==> src/rtl/layer1_counter_func0.sv <==
// Layer-1 MAC completion counter plus hard-sigmoid activation.
// Counts MAC acknowledge pulses up to N_INPUTS and raises a sticky done flag;
// the activation path is independent, purely combinational logic.
module layer1_counter_func0 #(
  parameter int unsigned N_INPUTS  = 2,
  parameter int unsigned FRAC_BITS = 4
) (
  input  logic              clk,
  input  logic              rst,
  input  logic              ack,
  output logic              ack__mac,
  input  logic signed [7:0] z__value,
  output logic signed [7:0] a
);

  // Wide enough to hold N_INPUTS itself; never narrower than one bit.
  localparam int unsigned CntW = (N_INPUTS < 1) ? 1 : $clog2(N_INPUTS + 1);
  localparam logic [CntW-1:0] CntDone = CntW'(N_INPUTS);

  // 1.0 and 0.5 in the Q-format, as 10-bit signed constants.
  localparam logic signed [9:0] One  = 10'sd1 <<< FRAC_BITS;
  localparam logic signed [9:0] Half = 10'sd1 <<< (FRAC_BITS - 1);

  logic [CntW-1:0] count_q, count_d;
  logic            done_q, done_d;

  // Next-state: count accepted pulses, saturate once done.
  always_comb begin
    count_d = count_q;
    done_d  = done_q;
    if (ack && !done_q) begin
      count_d = count_q + CntW'(1);
      if (count_d == CntDone) begin
        done_d = 1'b1;
      end
    end
  end

  // State registers with asynchronous active-low clear.
  always_ff @(posedge clk or negedge rst) begin
    if (!rst) begin
      count_q <= '0;
      done_q  <= 1'b0;
    end else begin
      count_q <= count_d;
      done_q  <= done_d;
    end
  end

  assign ack__mac = done_q;

  logic signed [9:0] z_ext;
  logic signed [9:0] z_quarter;
  logic signed [9:0] sum;

  // Hard sigmoid: clamp(z/4 + 0.5, 0, 1.0); >>> floors toward -inf.
  always_comb begin
    z_ext     = {{2{z__value[7]}}, z__value};
    z_quarter = z_ext >>> 2;
    sum       = z_quarter + Half;
    if (sum < 10'sd0) begin
      a = 8'sd0;
    end else if (sum > One) begin
      a = One[7:0];
    end else begin
      a = sum[7:0];
    end
  end

endmodule

==> config.mk <==
export PLATFORM = sky130hd
export DESIGN_NAME = layer1_counter_func0
export DESIGN_NICKNAME = d
export VERILOG_FILES = /design/src/rtl/layer1_counter_func0.sv
export SDC_FILE = /design/constraint.sdc
export NUM_CORES = 1
export LEC_CHECK = 0
export ABC_CLOCK_PERIOD_IN_PS = 830
export CORE_AREA = 2 2 39 41
export CTS_BUF_LIST = sky130_fd_sc_hd__clkbuf_4 sky130_fd_sc_hd__clkbuf_8 sky130_fd_sc_hd__clkbuf_16
export DETAILED_ROUTE_END_ITERATION = 6
export DIE_AREA = 0 0 41 43
export PLACE_DENSITY = 0.52
export SLEW_MARGIN = 20
export SYNTH_ARGS = -nofsm -noshare
export SYNTH_HDL_FRONTEND = slang
export SYNTH_SLANG_ARGS = --single-unit
==> constraint.sdc <==
create_clock -name clk -period 0.83 [get_ports clk]
set_input_delay 0.083 -clock clk [delete_from_list [all_inputs] [get_ports clk]]
set_output_delay 0.083 -clock clk [all_outputs]
set_load 0.01 [all_outputs]
After elaboration in Yosys (flattened, before gate mapping):

Index checks and enable logic that the tools add are counted.

* RAM bits: 0
* logic and storage cells: 12
* bits in latches: 0
* bits in read-only memories: 0
* output and inout bits: 9
* input bits: 11
* memories: 0
* register bits after elaboration: 3

* shift operators: 0
* bitwise operators: 0
* $lt $le $gt $ge: 2
* divide/modulo/power cells: 0
* equal/unequal tests: 1
* add/sub/neg operators: 2
* multipliers: 0
* reductions and logical operators: 3
* mux-type cells: 2

Operators with widths (number)
* 2-to-1 mux 8 bit: 2
* adder 6 x 5 -> 7 bit, second input constant: 1
* > comparator 7 x 6 -> 1 bit, second input constant: 1
* < comparator 7 x 1 -> 1 bit, second input constant: 1
* adder 2 x 1 -> 2 bit, second input constant: 1
* equality test 2 bit, second input constant: 1
* AND reduction 2 bit: 1
* logical AND 1 bit: 1
* logical NOT 1 bit: 1

Longest topological paths before layout:

Gate-level depths: netlist (run 1).

* depth after elaboration: 4
* depth in mapped cells: 3
* depth with buffers taken out: 3

Worst setup path before layout (run 1):

OpenSTA, ideal clock, no wires.

* kind: input -> output
* start: input port z__value[5]
* end: output port a[1]
* data arrival time: 0.764 ns
* stages: 3
* data required time: 0.747 ns
* path buffers: 0
* setup slack: -0.017 ns
* cells stage by stage: ha_1 or2_4 a21oi_1

* cells in the longest elaborated chain, start to end: 4
* elaborated cells between the ends (all ways): 5

RTL lines
* from (decl): RTL line 12 `input logic signed [7:0] z__value,`
* adder 6 x 5 -> 7 bit *: RTL line 60 `sum = z_quarter + Half;`
* > comparator 7 x 6 -> 1 bit: RTL line 63 `end else if (sum > One) begin`
* 2-to-1 mux 8 bit: RTL line 63
* 2-to-1 mux 8 bit *: RTL line 61 `if (sum < 10'sd0) begin`
* to (decl): RTL line 13 `output logic signed [7:0] a`

Every way passes the cells marked *; elsewhere a longest branch is shown, timed or not.

Worst setup path in the final report (run 1):

* start: input port z__value[5]
* end: output port a[4]

The elaborated chain is that of the path after synthesis.

==> results of run 1 <==
-- synth_stat cells --
library cell,number,share of area (%)
sky130_fd_sc_hd__a21oi_1,2,4.1
sky130_fd_sc_hd__buf_4,3,9.1
sky130_fd_sc_hd__nand2b_1,4,10
sky130_fd_sc_hd__a2bb2oi_1,1,3.6
sky130_fd_sc_hd__inv_1,1,1.5
sky130_fd_sc_hd__a21oi_2,1,3.6
sky130_fd_sc_hd__or2_4,1,3.6
sky130_fd_sc_hd__xnor2_1,1,3.6
sky130_fd_sc_hd__xor2_1,1,3.6
sky130_fd_sc_hd__nand2_1,1,1.5
sky130_fd_sc_hd__dfrtp_1,3,30
sky130_fd_sc_hd__conb_1,1,1.5
sky130_fd_sc_hd__nor3_2,1,4.1
sky130_fd_sc_hd__nand4_1,1,2.5
sky130_fd_sc_hd__ha_1,2,10
sky130_fd_sc_hd__mux2i_1,1,4.1
sky130_fd_sc_hd__a21o_1,1,3.0
-- layout make-up --
type / count / area (µm²) / share of cell area [%]
clock buffers: 4 / 30.03 / 5.941
inverters: 1 / 3.754 / 0.7426
multi-input cells: 21 / 201.4 / 39.85
flip-flops and latches: 3 / 75.07 / 14.85
well taps: 16 / 20.02 / 3.960
repair buffers: 21 / 175.2 / 34.65
-- per-stage QoR --
step                area, µm²  utilization (%)  instances  setup slack, ns
floorplan               261.5                -         28         -0.01737
global placement        429.2            31.01         59          -0.9645
detailed placement      429.2            31.01         59          -0.9689
CTS                     478.0            34.54         66          -0.1644
global route            505.5            36.53         66          -0.2060
finish                  505.5            36.53         66          -0.1558
-- flip-flops by register name (all words and copies together) (netlist names) --
register  cells
count_q       2
ack__mac      1
-- path summary, 6_finish.rpt --
| check | startpoint | to | slack [ns] | depth (start not counted) |
|---|---|---|---|---|
| max | z__value[5] | a[4] | -0.16 | 6 |
| min | rst | count_q[0]$_DFFE_PN0P_ | 0.04 | 1 |
| max reg2reg | ack__mac$_DFFE_PN0P_ | count_q[0]$_DFFE_PN0P_ | -0.05 | 3 |
| min reg2reg | count_q[1]$_DFFE_PN0P_ | count_q[1]$_DFFE_PN0P_ | 0.53 | 2 |
| max in group asynchronous | rst | ack__mac$_DFFE_PN0P_ | 0.65 | 1 |
| min in group clk | z__value[5] | a[3] | 0.52 | 4 |
-- what timing repair did --
action | 4_1_cts | 5_1_grt
setup buffers | 3 | 0
gates resized for setup | 41 | 7
hold endpoints to repair | 0 | 0
endpoints found under the setup margin | 8 | 9
pin swaps | 4 | 6
-- kinds of logic after synthesis --
family	Yosys count	synth area share (%)
other cells	1	1.521
simple gates	8	21.83
fa+ha+maj	2	10.15
flops	3	30.46
xor+xnor	2	7.108
buf+inv	4	10.66
mux	1	4.061
compound gates	5	14.22
-- worst reg2reg max path, cell delays in order, from the launching register on --
cell and delay, ns:
sky130_fd_sc_hd__dfrtp_1 0.37, sky130_fd_sc_hd__buf_6 0.12, sky130_fd_sc_hd__nand2b_4 0.14, sky130_fd_sc_hd__xnor2_2 0.13
-- per-layer routing --
layer	vias up	wire length (µm)	track usage [%]
met5	-	0	0
met4	0	0	8.000
li1	130	-	-
met3	0	18	0
met2	3	451	13.75
met1	121	211	10.39
-- power by group --
group	internal [mW]	leakage (nW)	switching [mW]
logic	0.200	0.195	0.142
clock network	0.212	0.0184	0.0671
registers	0.199	0.0320	0.0189
total	0.611	0.245	0.228
==> impl_table.tex, run 1 <==
\begin{tabular}{lr}
\hline
Metric & Value \\
\hline
\multicolumn{2}{l}{\textbf{Worst setup path}} \\
\quad Ordered list of cells on the worst path & buf\_8, ha\_4, buf\_6, xor2\_2, a2bb2oi\_2, buf\_2 \\
\quad Cell class contributing the biggest share of worst-path delay & buffers and inverters \\
\quad Number of buffers and inverters on the critical path & 3 \\
\quad Critical path's largest stage delay & 0.17 ns \\
\quad CP Max Fanout & 3 \\
\quad Endpoint arrival time on the critical path & 0.90 ns \\
\quad Startpoint kind of the worst setup timing path & input port \\
\quad Required time of the worst setup path & $\sim$0.75 ns \\
\quad Slowest stage cell on the critical path & sky130\_fd\_sc\_hd\_\_a2bb2oi\_2 \\
\quad Endpoint class of the critical path & output pin \\
\quad Path type of the worst setup path & input port to output pin \\
\multicolumn{2}{l}{\textbf{Die}} \\
\quad Core box area & 1384 µm² \\
\quad Chip Width & around 41 µm \\
\quad Initial Utilization & 17.81\% \\
\quad Rows & 14 \\
\quad Number of ports placed on the die boundary & 20 \\
\quad Die Outline Area & between 1500 and 2000 µm² \\
\quad Die Ht & around 43 µm \\
\multicolumn{2}{l}{\textbf{Timing}} \\
\quad Final worst-path setup slack & -0.1558 ns \\
\quad Final setup fails & 8 \\
\quad Worst hold-check slack & 0.03883 ns \\
\quad Fin crit share & 118.8\% \\
\quad Worst clock skew & between 0.00015 and 0.0002 ns \\
\quad RSZ-0062 raised after global routing & true \\
\quad Max Slew Vio Count & 0 \\
\quad Achievable clock frequency & 1014 MHz \\
\quad Setup TNS after final layout & -0.6607 ns \\
\quad Endpoints failing hold & 0 \\
\quad Final critical-path required period & between 0.9 and 1 ns \\
\multicolumn{2}{l}{\textbf{Global route}} \\
\quad Aggregate global routing overflow & 0 \\
\quad Via count of the first global-routing pass & 272 \\
\quad First-pass GRT wire length & 1.041 mm \\
\quad GRT Util Overall & 8.862\% \\
\quad Largest net degree at the start of global routing & 6 \\
\quad Initial antenna violation count & 0 \\
\multicolumn{2}{l}{\textbf{Placement}} \\
\quad Global placement routability congestion & about 0.61 \\
\quad Post-DP HPWL & about 460 µm \\
\quad Buffers added on ports & 14 \\
\multicolumn{2}{l}{\textbf{Synthesis}} \\
\quad Distinct cell type count of the synthesized netlist & 17 \\
\quad Sequential-to-total area share from yosys stat & a little under a third \\
\quad Cell Area, Synth & 246.5 µm² \\
\quad Number of warnings printed during yosys synthesis & 0 \\
\quad Synthesized instance count & 26 \\
\quad Post-synthesis sequential element count & 3 \\
\quad Post-synthesis average cell area & 9.480 µm² \\
\multicolumn{2}{l}{\textbf{Cells and area}} \\
\quad Most used cells in the layout excluding fill and tap cells & 6 x sky130\_fd\_sc\_hd\_\_buf\_2, 5 x sky130\_fd\_sc\_hd\_\_clkdlybuf4s50\_1, 5 x sky130\_fd\_sc\_hd\_\_buf\_4, 4 x sky130\_fd\_sc\_hd\_\_clkbuf\_4 \\
\quad P\&R area growth vs syn & 105.1\% \\
\quad Layout fillers & about 150 \\
\quad Ratio of cells with drive above 1 in the final layout & roughly 60\% \\
\quad Leading cell type in the layout, fill and taps excluded & sky130\_fd\_sc\_hd\_\_buf\_2 \\
\quad Number of nets in the layout & 64 \\
\quad Antenna diode count & 0 \\
\multicolumn{2}{l}{\textbf{Run}} \\
\quad Max-cap check violation count & 0 \\
\multicolumn{2}{l}{\textbf{Clock tree}} \\
\quad Clock-pin transition on the worst setup and hold timing paths & roughly 0.030 ns \\
\quad Number of levels the H-tree was split into & 1 \\
\quad Clock root buffer master & sky130\_fd\_sc\_hd\_\_clkbuf\_4 \\
\quad Hold-fix buffers at CTS & 0 \\
\quad Num CTS Buffers & 3 \\
\quad Latest clock arrival within the worst-skew pair & around 0.23 ns \\
\quad Maximum clock path buffer count & 2 \\
\quad TritonCTS clock tree & done \\
\quad Sink count of the clock tree & 3 \\
\multicolumn{2}{l}{\textbf{Pwr}} \\
\quad Sum of internal, switching and leakage power & $\sim$840 µW \\
\quad Worst VDD drop & 0.0005903 V \\
\quad Pleak & 0.2454 nW \\
\quad Power density relative to cell area & 1659 nW/µm² \\
\multicolumn{2}{l}{\textbf{Detailed routing}} \\
\quad Number of iterations in the first detailed-routing pass & 1 \\
\quad Initial DRC count & 0 \\
\quad WL/cell & 10.32 µm \\
\quad Vias after detailed routing & 254 \\
\quad Detailed-route wire length & approximately 700 µm \\
\quad Antenna Violating Nets Remaining & 0 \\
\quad Average via count per standard cell & slightly below 4 \\
\quad DRC violations left & 0 \\
\multicolumn{2}{l}{\textbf{Min path}} \\
\quad Min-delay worst type & input port to async pin \\
\multicolumn{2}{l}{\textbf{Status}} \\
\quad Violated checks & setup timing \\
\quad Run status & finished with violations \\
\hline
\end{tabular}
Note: power is estimated with default switching activity, not from simulation.
==> run 2, diff against run 1 <==
--- a/config.mk
+++ b/config.mk
@@ -15,3 +15,4 @@
 export SYNTH_ARGS = -nofsm -noshare
 export SYNTH_HDL_FRONTEND = slang
 export SYNTH_SLANG_ARGS = --single-unit
+export TNS_END_PERCENT = 20
==> run 2 against run 1 <==
The run still ends with setup timing left. Sequential share of layout area is 1.5 points higher. Register-to-register slack hardly changed. Clock power hardly changed. Critical path depth is 1 lower. Global-route usage is 0.19 points lower. Die area stayed put. Non-clock buffer count is 1 lower. First-iteration DRC count stayed put. Hold slack better by 0.0024 ns. Sequential power is 2% higher. Final area is 8.9% lower. Utilization is 3.3 points lower. Largest cell class unchanged.
==> impl_table.tex, run 2 (same netlist as run 1, synthesis figures left out) <==
\begin{tabular}{lr}
\hline
Metric & Value \\
\hline
\multicolumn{2}{l}{\textbf{Global route}} \\
\quad Met3 layer usage reported by global route & 3.665\% \\
\quad GRT Util Overall & 8.669\% \\
\quad Global routing usage on met2 & roughly 14\% \\
\quad GR peak layer & met2 \\
\quad Largest net degree at the start of global routing & 6 \\
\quad M1 GR Usage & 6.840\% \\
\quad First-pass GRT wire length & around 930 µm \\
\quad Initial antenna violation count & 0 \\
\quad Aggregate global routing overflow & 0 \\
\quad Via count of the first global-routing pass & roughly 240 \\
\multicolumn{2}{l}{\textbf{Timing}} \\
\quad Setup TNS after final layout & -0.5543 ns \\
\quad Final critical-path required period & between 0.9 and 1 ns \\
\quad Final setup fails & 7 \\
\quad Final worst-path setup slack & -0.1251 ns \\
\quad Achievable clock frequency & approximately 1000 MHz \\
\quad Max Slew Vio Count & 0 \\
\quad Fin crit share & 115.1\% \\
\quad RSZ-0062 raised after global routing & true \\
\quad Worst clock skew & about 0.0016 ns \\
\quad Endpoints failing hold & 0 \\
\multicolumn{2}{l}{\textbf{Clock tree}} \\
\quad TritonCTS clock tree & done \\
\quad Clock root buffer master & sky130\_fd\_sc\_hd\_\_clkbuf\_4 \\
\quad Maximum clock path buffer count & 2 \\
\quad Num CTS Buffers & 3 \\
\quad Clock-pin transition on the worst setup and hold timing paths & $\sim$0.04 ns \\
\quad Hold-fix buffers at CTS & 0 \\
\quad Number of levels the H-tree was split into & 1 \\
\quad Latest clock arrival within the worst-skew pair & $\sim$0.22 ns \\
\quad Sink count of the clock tree & 3 \\
\multicolumn{2}{l}{\textbf{Placement}} \\
\quad Dpl cells & 59 \\
\quad Post-DP HPWL & 407.7 µm \\
\quad Global placement routability congestion & around 0.54 \\
\quad Buffers added on ports & 14 \\
\multicolumn{2}{l}{\textbf{Cells and area}} \\
\quad Number of nets in the layout & 63 \\
\quad Most used cells in the layout excluding fill and tap cells & 7 x sky130\_fd\_sc\_hd\_\_buf\_2, 6 x sky130\_fd\_sc\_hd\_\_buf\_4, 4 x sky130\_fd\_sc\_hd\_\_clkbuf\_4, 4 x sky130\_fd\_sc\_hd\_\_clkdlybuf4s50\_1 \\
\quad Ratio of cells with drive above 1 in the final layout & 53.06\% \\
\quad Non-filler instance count after layout & 65 \\
\quad Antenna diode count & 0 \\
\quad Leading cell type in the layout, fill and taps excluded & sky130\_fd\_sc\_hd\_\_buf\_2 \\
\quad Top reg by flops & count\_q \\
\quad Layout fillers & 161 \\
\quad Number of flip-flops in the largest register & 2 \\
\quad P\&R area growth vs syn & 86.80\% \\
\multicolumn{2}{l}{\textbf{Worst setup path}} \\
\quad CP Max Fanout & 4 \\
\quad Endpoint arrival time on the critical path & between 0.8 and 0.9 ns \\
\quad Path type of the worst setup path & input port to output pin \\
\quad Cell class contributing the biggest share of worst-path delay & simple AND/OR/NAND/NOR gates \\
\quad Ordered list of cells on the worst path & buf\_8, ha\_4, or2\_4, a21oi\_2, buf\_2 \\
\quad CP Launch Point & z\_\_value[6] \\
\quad R2R Path Start & ack\_\_mac\$\_DFFE\_PN0P\_ \\
\quad Number of buffers and inverters on the critical path & 2 \\
\quad Slowest stage cell on the critical path & sky130\_fd\_sc\_hd\_\_or2\_4 \\
\quad Endpoint class of the critical path & output pin \\
\quad Startpoint kind of the worst setup timing path & input port \\
\quad Critical path's largest stage delay & approximately 0.26 ns \\
\quad Required time of the worst setup path & about 0.75 ns \\
\multicolumn{2}{l}{\textbf{Pwr}} \\
\quad Power density relative to cell area & around 1700 nW/µm² \\
\quad Pleak & 0.2276 nW \\
\quad Worst VDD drop & between 0.001 and 0.0015 V \\
\multicolumn{2}{l}{\textbf{Status}} \\
\quad Violated checks & setup timing \\
\quad Run status & finished with violations \\
\multicolumn{2}{l}{\textbf{Die}} \\
\quad Number of ports placed on the die boundary & 20 \\
\quad Rows & 14 \\
\quad Die Outline Area & $\sim$1800 µm² \\
\quad Core box area & 1384 µm² \\
\quad Die Ht & approximately 43 µm \\
\quad Initial Utilization & 17.81\% \\
\quad Chip Width & 41 µm \\
\multicolumn{2}{l}{\textbf{Detailed routing}} \\
\quad Average via count per standard cell & roughly 3.8 \\
\quad Antenna Violating Nets Remaining & 0 \\
\quad Detailed-route wire length & between 500 and 600 µm \\
\quad Initial DRC count & 0 \\
\quad Number of iterations in the first detailed-routing pass & 1 \\
\quad DRC violations left & 0 \\
\quad WL/cell & a little over 9 µm \\
\quad Vias after detailed routing & roughly 240 \\
\multicolumn{2}{l}{\textbf{Run}} \\
\quad Max-cap check violation count & 0 \\
\multicolumn{2}{l}{\textbf{Min path}} \\
\quad Min-delay worst type & input port to async pin \\
\hline
\end{tabular}
[run 2: changes by cell type in the layout (fill, tap and decap cells not counted), sizes merged]
cell	change
clkbuf	-1
clkdlybuf4s50	-1
dlygate4sd2	+1
[run 2: cell type report]
type                    instances  area, µm²  area share [%]
clock buffers                   4      30.03           6.522
repair buffers                 20      155.1           33.70
multi-input cells              21      176.4           38.32
well taps                      16      20.02           4.348
flip-flops and latches          3      75.07           16.30
inverters                       1      3.754          0.8152
[run 2: path summary, 6_finish.rpt]
kind,end,slack [ns],cells after the start
max in group asynchronous,count_q[0]$_DFFE_PN0P_,0.65,1
min in group clk,a[4],0.47,3
hold / removal,ack__mac$_DFFE_PN0P_,0.04,1
hold reg to reg,count_q[1]$_DFFE_PN0P_,0.52,2
setup reg to reg,count_q[0]$_DFFE_PN0P_,-0.05,3
setup / recovery,a[2],-0.13,5
[run 2: through the flow]
stage,hold slack (ns),setup WS [ns],cell area (µm²),utilization (%),power (mW)
final,0.04127,-0.1251,460.4,33.27,0.7880
after global routing,0.04502,-0.1573,460.4,33.27,0.8485
after CTS,0.03585,-0.1127,459.2,33.18,0.7954
after detailed placement,0.2733,-0.9427,421.7,30.47,0.5108
after global placement,0.2728,-0.9447,421.7,30.47,0.5076
after floorplan,-0.2126,-0.01737,254.0,-,0.3718
[run 2: worst register-to-register path, stage by stage (launching register included)]
cell and delay (ns):
sky130_fd_sc_hd__dfrtp_1 0.36, sky130_fd_sc_hd__buf_4 0.13, sky130_fd_sc_hd__nand2b_4 0.14, sky130_fd_sc_hd__xnor2_1 0.12
[run 2: per-layer routing]
| metal | routed length (µm) | share of wire, % |
|---|---|---|
| met1 | 215 | 36 |
| met2 | 334 | 56 |
| met3 | 47 | 7.9 |
| met4 | 0 | 0 |
| met5 | 0 | 0 |
[run 2: what timing repair did]
item                                   4_1_cts  5_1_grt
gates resized for setup                     43        2
setup endpoints to repair                    9        9
endpoints found under the hold margin        0        0
buffers inserted                             1        1
pin swaps                                    3        2
[run 2: power by group]
part	switching (mW)	total (mW)	leakage, nW	internal [mW]
combinational	0.121	0.290	0.177	0.169
sequential	0.0230	0.222	0.0320	0.199
clock	0.0640	0.276	0.0184	0.212
==> run 3, diff against run 2 <==
--- a/config.mk
+++ b/config.mk
@@ -10,7 +10,7 @@
 export CTS_BUF_LIST = sky130_fd_sc_hd__clkbuf_4 sky130_fd_sc_hd__clkbuf_8 sky130_fd_sc_hd__clkbuf_16
 export DETAILED_ROUTE_END_ITERATION = 6
 export DIE_AREA = 0 0 41 43
-export PLACE_DENSITY = 0.52
+export PLACE_DENSITY_LB_ADDON = 0.2
 export SLEW_MARGIN = 20
 export SYNTH_ARGS = -nofsm -noshare
 export SYNTH_HDL_FRONTEND = slang
==> run 3 against run 2 <==
The run still ends with setup timing left. Register-to-register slack better by 0.04 ns. Critical path depth unchanged. Highest routed layer unchanged. Power up 9.6%. Hold slack worse by 0.0073 ns. Die area unchanged. Count of clock-buffer cells in the layout unchanged. Critical endpoint unchanged. Flip-flop and latch count unchanged. First-iteration DRC count up 4. Fmax down 2.9%.
==> impl_table.tex, run 3 (same netlist as run 1, synthesis figures left out) <==
\begin{tabular}{lr}
\hline
Metric & Value \\
\hline
\multicolumn{2}{l}{\textbf{Status}} \\
\quad Run status & finished with violations \\
\quad Violated checks & setup timing \\
\multicolumn{2}{l}{\textbf{Detailed routing}} \\
\quad Vias after detailed routing & about 260 \\
\quad Initial DRC count & 4 \\
\quad Antenna Violating Nets Remaining & 0 \\
\quad Number of iterations in the first detailed-routing pass & 2 \\
\quad Average via count per standard cell & $\sim$4 \\
\quad Detailed-route wire length & approximately 740 µm \\
\quad WL/cell & between 10 and 15 µm \\
\quad DRC violations left & 0 \\
\multicolumn{2}{l}{\textbf{Timing}} \\
\quad RSZ-0062 raised after global routing & true \\
\quad Max Slew Vio Count & 0 \\
\quad Final setup fails & 7 \\
\quad Final critical-path required period & 0.9832 ns \\
\quad Fin crit share & 118.5\% \\
\quad Final worst-path setup slack & -0.1532 ns \\
\quad Worst clock skew & $\sim$0.0026 ns \\
\quad Endpoints failing hold & 0 \\
\quad Achievable clock frequency & between 1000 and 1500 MHz \\
\multicolumn{2}{l}{\textbf{Worst setup path}} \\
\quad Endpoint class of the critical path & output pin \\
\quad Cell class contributing the biggest share of worst-path delay & simple AND/OR/NAND/NOR gates \\
\quad Ordered list of cells on the worst path & buf\_8, ha\_4, or2\_4, a21oi\_2, buf\_2 \\
\quad CP Max Fanout & 4 \\
\quad Path type of the worst setup path & input port to output pin \\
\quad Critical path's largest stage delay & roughly 0.26 ns \\
\quad Required time of the worst setup path & $\sim$0.75 ns \\
\quad Startpoint kind of the worst setup timing path & input port \\
\quad Number of buffers and inverters on the critical path & 2 \\
\quad Endpoint arrival time on the critical path & 0.90 ns \\
\quad Slowest stage cell on the critical path & sky130\_fd\_sc\_hd\_\_or2\_4 \\
\multicolumn{2}{l}{\textbf{Run}} \\
\quad Max-cap check violation count & 0 \\
\multicolumn{2}{l}{\textbf{Cells and area}} \\
\quad Most used cells in the layout excluding fill and tap cells & 7 x sky130\_fd\_sc\_hd\_\_buf\_2, 5 x sky130\_fd\_sc\_hd\_\_clkdlybuf4s50\_1, 4 x sky130\_fd\_sc\_hd\_\_clkbuf\_4 \\
\quad Number of nets in the layout & 60 \\
\quad Non-filler instance count after layout & 62 \\
\quad Non-Filler Cell Area, Final & $\sim$470 µm² \\
\quad Utilization after layout & 34.18\% \\
\quad P\&R area growth vs syn & 91.88\% \\
\quad Layout fillers & 154 \\
\quad Antenna diode count & 0 \\
\quad Number of flip-flops in the largest register & 2 \\
\quad FF+latch area & about 75 µm² \\
\quad Leading cell type in the layout, fill and taps excluded & sky130\_fd\_sc\_hd\_\_buf\_2 \\
\quad Ratio of cells with drive above 1 in the final layout & roughly three fifths \\
\quad Area of the multi-input gates & 206.4 µm² \\
\quad Top reg by flops & count\_q \\
\multicolumn{2}{l}{\textbf{Clock tree}} \\
\quad Maximum clock path buffer count & 2 \\
\quad Clock-pin transition on the worst setup and hold timing paths & 0.04 ns \\
\quad Number of levels the H-tree was split into & 1 \\
\quad Clock root buffer master & sky130\_fd\_sc\_hd\_\_clkbuf\_4 \\
\quad Hold-fix buffers at CTS & 0 \\
\quad Num CTS Buffers & 3 \\
\quad Latest clock arrival within the worst-skew pair & approximately 0.23 ns \\
\quad TritonCTS clock tree & done \\
\quad Sink count of the clock tree & 3 \\
\multicolumn{2}{l}{\textbf{Pwr}} \\
\quad Power density relative to cell area & between 1500 and 2000 nW/µm² \\
\quad Design internal power & 610.4 µW \\
\quad Clk network pwr share & roughly a third \\
\quad Switching power share of the total & a little under 30\% \\
\quad Worst VDD drop & 0.0005064 V \\
\quad Switching Power & about 250 µW \\
\quad Power share of the sequential group & between 20\% and 30\% \\
\quad Combinational share of power & between 30 and 40\% \\
\quad Pleak & about 0.22 nW \\
\multicolumn{2}{l}{\textbf{Placement}} \\
\quad Global placement routability congestion & between 0.6 and 0.7 \\
\quad Placed standard-cell area & between 400 and 500 µm² \\
\quad Dpl cells & between 50 and 60 \\
\quad Buffers added on ports & 14 \\
\quad Post-DP HPWL & 500.1 µm \\
\multicolumn{2}{l}{\textbf{Die}} \\
\quad Core box area & around 1400 µm² \\
\quad Die Ht & about 43 µm \\
\quad Die Outline Area & 1763 µm² \\
\quad Rows & 14 \\
\quad Initial Utilization & 17.81\% \\
\quad Chip Width & roughly 41 µm \\
\quad Number of ports placed on the die boundary & 20 \\
\multicolumn{2}{l}{\textbf{Global route}} \\
\quad Initial antenna violation count & 0 \\
\quad Via count of the first global-routing pass & between 200 and 300 \\
\quad Largest net degree at the start of global routing & 6 \\
\quad First-pass GRT wire length & approximately 1.2 mm \\
\quad GRT Util Overall & a little over a tenth \\
\quad Aggregate global routing overflow & 0 \\
\multicolumn{2}{l}{\textbf{Min path}} \\
\quad Min-delay worst type & input port to async pin \\
\hline
\end{tabular}
==> run 3: cell types whose count changed in the layout (fill, tap and decap cells not counted), sizes merged <==
| cell | delta |
|---|---|
| clkdlybuf4s50 | +1 |
| buf | -3 |
| dlygate4sd2 | -1 |
==> run 3: metal layers <==
layer | GRT usage (%) | wire [µm] | up-vias
met2 | 16.56 | 485 | 1
met1 | 9.968 | 256 | 132
met4 | 10.00 | 0 | 0
li1 | - | - | 122
met5 | 0 | 0 | -
met3 | 4.712 | 2 | 0
==> run 3: power groups by stage <==
stage / logic, mW / registers (mW) / clock network (mW)
detailed placement: 0.291 / 0.222 / 0
global route: 0.400 / 0.241 / 0.320
floorplan: 0.150 / 0.222 / 0
global placement: 0.274 / 0.219 / 0
finish: 0.340 / 0.238 / 0.286
CTS: 0.347 / 0.235 / 0.301
==> run 3: what timing repair did <==
| item | 4_1_cts | 5_1_grt |
|---|---|---|
| gates resized for setup | 47 | 3 |
| setup buffers | 2 | 0 |
| setup endpoints to repair | 9 | 8 |
| endpoints found under the hold margin | 0 | 0 |
| pin swaps | 4 | 7 |
==> run 3: final cells by class <==
type                       instances  share of cell area [%]
multi-input combinational         21                   43.65
timing repair buffer              17                   29.10
sequential                         3                   15.87
clock buffer                       4                   6.349
tap                               16                   4.233
inverter                           1                  0.7937
==> run 3: metrics by stage <==
step	setup TNS, ns	total power [mW]	setup slack (ns)	hold slack [ns]
after floorplan	-0.03877	0.3718	-0.01737	-0.2126
after global placement	-5.154	0.4927	-0.9878	0.2703
after detailed placement	-5.220	0.5132	-1.003	0.2794
after CTS	-0.5965	0.8828	-0.1501	0.02949
after global routing	-0.7829	0.9610	-0.1691	0.02609
final	-0.5430	0.8640	-0.1532	0.03398
==> run 3: path summary, 6_finish.rpt <==
path                       cells after the start                   start                endpoint  slack, ns
hold / removal                                 1                     rst    ack__mac$_DFFE_PN0P_       0.03
setup reg to reg                               2  count_q[0]$_DFFE_PN0P_  count_q[1]$_DFFE_PN0P_      -0.01
max in group asynchronous                      1                     rst  count_q[0]$_DFFE_PN0P_       0.65
setup / recovery                               5             z__value[5]                    a[2]      -0.15
hold reg to reg                                1    ack__mac$_DFFE_PN0P_    ack__mac$_DFFE_PN0P_       0.48
min in group clk                               1    ack__mac$_DFFE_PN0P_    ack__mac$_DFFE_PN0P_       0.48
==> run 3: worst register-to-register path: stages, from the launching register on <==
cell	delay [ns]
sky130_fd_sc_hd__dfrtp_1	0.40
sky130_fd_sc_hd__ha_4	0.24
sky130_fd_sc_hd__mux2i_1	0.13
==> edit 1: new RTL, config.mk and constraints of run 1 <==
`N_INPUTS`: 2 -> 1.
--- a/src/rtl/layer1_counter_func0.sv
+++ b/src/rtl/layer1_counter_func0.sv
@@ -2,7 +2,7 @@
 // Counts MAC acknowledge pulses up to N_INPUTS and raises a sticky done flag;
 // the activation path is independent, purely combinational logic.
 module layer1_counter_func0 #(
-  parameter int unsigned N_INPUTS  = 2,
+  parameter int unsigned N_INPUTS  = 1,
   parameter int unsigned FRAC_BITS = 4
 ) (
   input  logic              clk,
Check against the original RTL: not equivalent (Yosys sat finds a counterexample within 4 cycles, from zero or initial values and one cycle with rst low).
==> edit 1 against run 1 <==
  * The run still ends with setup timing left
  * Wire length fell by 33%
  * First-iteration DRC count stayed put
  * Setup slack better by 0.034 ns
  * Sequential power decreased by 41%
  * Utilization is 8.1 points lower
  * Area after synthesis shrank 19%
  * Sequential cell count down 1
  * Power is 37% lower
  * Design area decreased by 22%
  * Critical path type unchanged
  * Critical endpoint is now a[2]
  * Highest routed layer unchanged
==> edit 1: results (changes against run 1) <==
* Dpl cells at 55 (-6.8%)
* Met1 usage at 0.0609 (-0.0430)
* Final setup vio count at 5 (-3)
* Final WS setup at -0.122 ns (+0.0337 ns)
* Vias at 215 (-15%)
* First-pass GRT wire length at 696 um (-33%)
* Status: complete, but fails checks
* Synth Area in Compound Gates at 0.176 (+0.0340)
* Total track usage at 0.0602 (-0.0284)
* Int Pwr at 0.000393 W (-36%)
* Seq/Total Area, Yosys at 0.252 (-0.0530)
* # fillers at 168 (+9.1%)
* Share of layout cells above drive strength 1 at 0.548 (-0.0524)
* Dominant cells by area after synthesis: dfrtp_1 (25%), buf_4 (11%), nand2b_1 (9.4%)
* Skew final at 0.00310 ns (+0.00291 ns)
* Setup TNS at -0.426 ns (+0.235 ns)
* Critical path arrival at 0.87 ns (-0.03 ns)
* Post-DP HPWL at 386 um (-15%)
* Crit path max fanout at 4 (+1)
* Final WL at 454 um (-33%)
* Leak Pwr at 0.171 nW (-30%)
* Failing checks: setup timing
* Non-Filler Instances at 58 (-12%)
* Xor-xnor portion of the synthesized cell area at 0.0881 (+0.0170)
* Grt met3 use at 0.0471 (+0.0471)
==> edit 1: worst paths after layout <==
check / start / endpoint / slack, ns
worst max-delay path: z__value[6] / a[2] / -0.12
worst min-delay path: rst / count_q / 0.03
worst max register to register: ack__mac / count_q / 0.04
worst min register to register: count_q / count_q / 0.52
max in group asynchronous: rst / ack__mac / 0.67
min in group clk: z__value[7] / a[4] / 0.47
==> edit 1: power by group through the flow <==
stage	Combinational, W	Clock [W]	Sequential, W
after detailed placement	0.000189	0	0.000130
after CTS	0.000188	0.000217	0.000130
after global routing	0.000213	0.000222	0.000132
after global placement	0.000188	0	0.000130
final	0.000195	0.000206	0.000129
after floorplan	0.000108	0	0.000128
==> edit 1: logic make-up after synthesis <==
logic type | Yosys count
flip-flops | 2
other | 1
adder cells (fa/ha/maj) | 1
buffers and inverters | 4
XOR/XNOR | 2
AO/OA/AOI/OAI | 5
AND/OR/NAND/NOR | 8
==> edit 1: layer usage <==
layer | up-vias | wire length, um | part of all wire
li1 | 109 | - | -
met1 | 98 | 181 | 0.40
met3 | 0 | 37 | 0.081
met4 | 0 | 0 | 0
met2 | 8 | 235 | 0.52
met5 | - | 0 | 0
==> edit 1: repair_timing <==
action                                  CTS  global route
setup buffers                             0             0
pin swaps                                 6             1
cloned                                    0             0
endpoints found under the setup margin    6             6
gates resized for setup                  40             6
==> edit 1: critical path, stage by stage <==
cell and delay, ns:
buf_8 0.10, ha_4 0.16, or2_4 0.26, a21oi_2 0.14, buf_2 0.14
==> edit 1: area by class of cell <==
class                   count  area share
multi-input cells          19       0.404
flip-flops and latches      2       0.127
inverters                   1     0.00955
clock buffers               3      0.0573
well taps                  16      0.0510
repair buffers             17       0.350
==> edit 2: new RTL, settings of run 1 <==
Made on the original files. Make the reset (`rst`) synchronous in one clocked block. Comments in the files are not updated.
--- a/src/rtl/layer1_counter_func0.sv
+++ b/src/rtl/layer1_counter_func0.sv
@@ -37,7 +37,7 @@
   end
 
   // State registers with asynchronous active-low clear.
-  always_ff @(posedge clk or negedge rst) begin
+  always_ff @(posedge clk) begin
     if (!rst) begin
       count_q <= '0;
       done_q  <= 1'b0;
Check against the original RTL: differs if rst is asserted again (counterexample within 4 cycles, from zero or initial values and one cycle with rst low); with rst held inactive, the same outputs for 10 cycles.
==> edit 2 against run 1 <==
  * The flow still finishes with violations (setup timing)
  * Clock skew increased by 0.00067 ns
  * Highest routed layer unchanged
  * Area after synthesis decreased by 7.6%
  * Die area unchanged
  * Power decreased by 17%
  * Largest power group is now the clock network
  * Utilization decreased by 1.7 points
  * Design area decreased by 4.7%
  * Setup slack got worse by 0.057 ns
  * Sequential cell count unchanged
  * Non-clock buffer count decreased by 4
  * Wire length decreased by 19%
  * Hold slack improved by 0.42 ns
==> edit 2: results (changes against run 1) <==
* Seq/Total Area, Yosys at 0.264 (-0.0408)
* Number of H-tree levels at 1 (unchanged)
* Largest net degree at the start of global routing at 5 (-1)
* Peak supply drop at 0.000731 V (+24%)
* Met3 wire length at 46 um (+160%)
* Skew final at 0.000862 ns (+0.000670 ns)
* GPL Wtd Cong at 0.684 (+13%)
* R2R Setup Slk at -0.10 ns (-0.05 ns)
* CP endpoint: a[0]
* Failing checks: setup timing
* Most common library cells after synthesis: and2_1 (4), a21oi_1 (3), buf_4 (3), dfxtp_1 (3), nand2_1 (3)
* Synth Area in Compound Gates at 0.148 (+0.00622)
* Worst R2R End: count_q[0]
* Vias in the first global route at 232 (-15%)
* Final WL at 555 um (-19%)
* Status: complete, but fails checks
* Crit. Startpoint: z__value[6]
* Post-synth ARST share at 0 (-1.00)
* Iter 0 DRT Violations at 0 (unchanged)
* Post-DP HPWL at 386 um (-15%)
* Final WS setup at -0.213 ns (-0.0567 ns)
* Layout net count at 62 (-3.1%)
* Worst r2r path cells at 3 (unchanged)
* Top sig layer: met3
* Grt met3 use at 0.0471 (+0.0471)
* Xor-xnor portion of the synthesized cell area at 0.0385 (-0.0326)
* Critical path arrival at 0.96 ns (+0.06 ns)
* Setup TNS at -1.05 ns (-0.389 ns)
* Routed met1 length at 191 um (-9.5%)
* Clock Latency Late Sink at 0.23 ns (about the same)
* Met1 usage at 0.0641 (-0.0398)
* Vias at 244 (-3.9%)
* Mux cell area share after synthesis at 0 (-0.0406)
* Top FF cell, synth: dfxtp_1
* Final setup vio count at 8 (unchanged)
* Metal2 WL at 317 um (-30%)
* Total track usage at 0.0822 (-0.00637)
* Leak Pwr at 0.216 nW (-12%)
* First-pass GRT wire length at 910 um (-13%)
* Root Driver: clkbuf_4
* Port Buf Inserts at 14 (unchanged)
* Most flops, register: count_q
* Yosys top cell area share at 0.264 (-0.0408)
* Critical R2R Launch: ack__mac
* Worst Hold Class: primary input to flip-flop
* Clk buf depth at 2 (unchanged)
* Post-Synth Adder-Cell Area at 0.110 (+0.00837)
* Dominant cells by area after synthesis: dfxtp_1 (26%), and2_1 (11%), ha_1 (11%)
* Initial antenna violation count at 0 (unchanged)
* Share of layout cells above drive strength 1 at 0.604 (+0.00417)
* Antenna cells at 0 (unchanged)
* Synth cell types at 16 (-1)
* Max reg flops at 2 (unchanged)
[edit 2: worst max-delay path: stages]
cell and delay, ns:
buf_8 0.10, ha_4 0.15, or2_4 0.24, a21oi_4 0.14, and2_4 0.16, buf_6 0.09
[edit 2: worst min-delay path by stage]
stage                          start          to  slack, ns  depth (start not counted)
after floorplan                  rst  count_q[1]       0.21                          1
after global placement    count_q[1]  count_q[1]       0.48                          1
after detailed placement  count_q[1]  count_q[1]       0.48                          1
after CTS                        rst  count_q[1]       0.46                          2
after global routing             rst  count_q[1]       0.50                          2
final                            rst  count_q[1]       0.46                          2
[edit 2: cell type report]
class                      instances  area [um2]
clock buffer                       4        30.0
tap                               16        20.0
timing repair buffer              17         169
inverter                           1        3.75
sequential                         3        63.8
fill                             151         902
multi-input combinational         23         195
[edit 2: timing repair]
action	CTS	global route
endpoints found under the setup margin	8	9
buffers inserted	1	0
endpoints found under the hold margin	0	0
hold buffers	0	0
gates resized for setup	49	2
pin swaps	5	1
[edit 2: report_power, final]
| group | switching, W | leakage, nW | internal, W |
|---|---|---|---|
| clock network | 0.0000700 | 0.0184 | 0.000212 |
| logic | 0.0000916 | 0.172 | 0.000145 |
| registers | 0.0000139 | 0.0258 | 0.000165 |
| total | 0.000175 | 0.216 | 0.000522 |
[edit 2: metrics by stage]
| step | setup WS (ns) | area, um2 | instances |
|---|---|---|---|
| 2_1_floorplan | -0.0792 | 258 | 30 |
| 4_1_cts | -0.218 | 477 | 64 |
| 5_1_grt | -0.250 | 482 | 64 |
| 3_5_place_dp | -1.12 | 410 | 59 |
| 6_report | -0.213 | 482 | 64 |
| 3_3_place_gp | -1.10 | 410 | 59 |
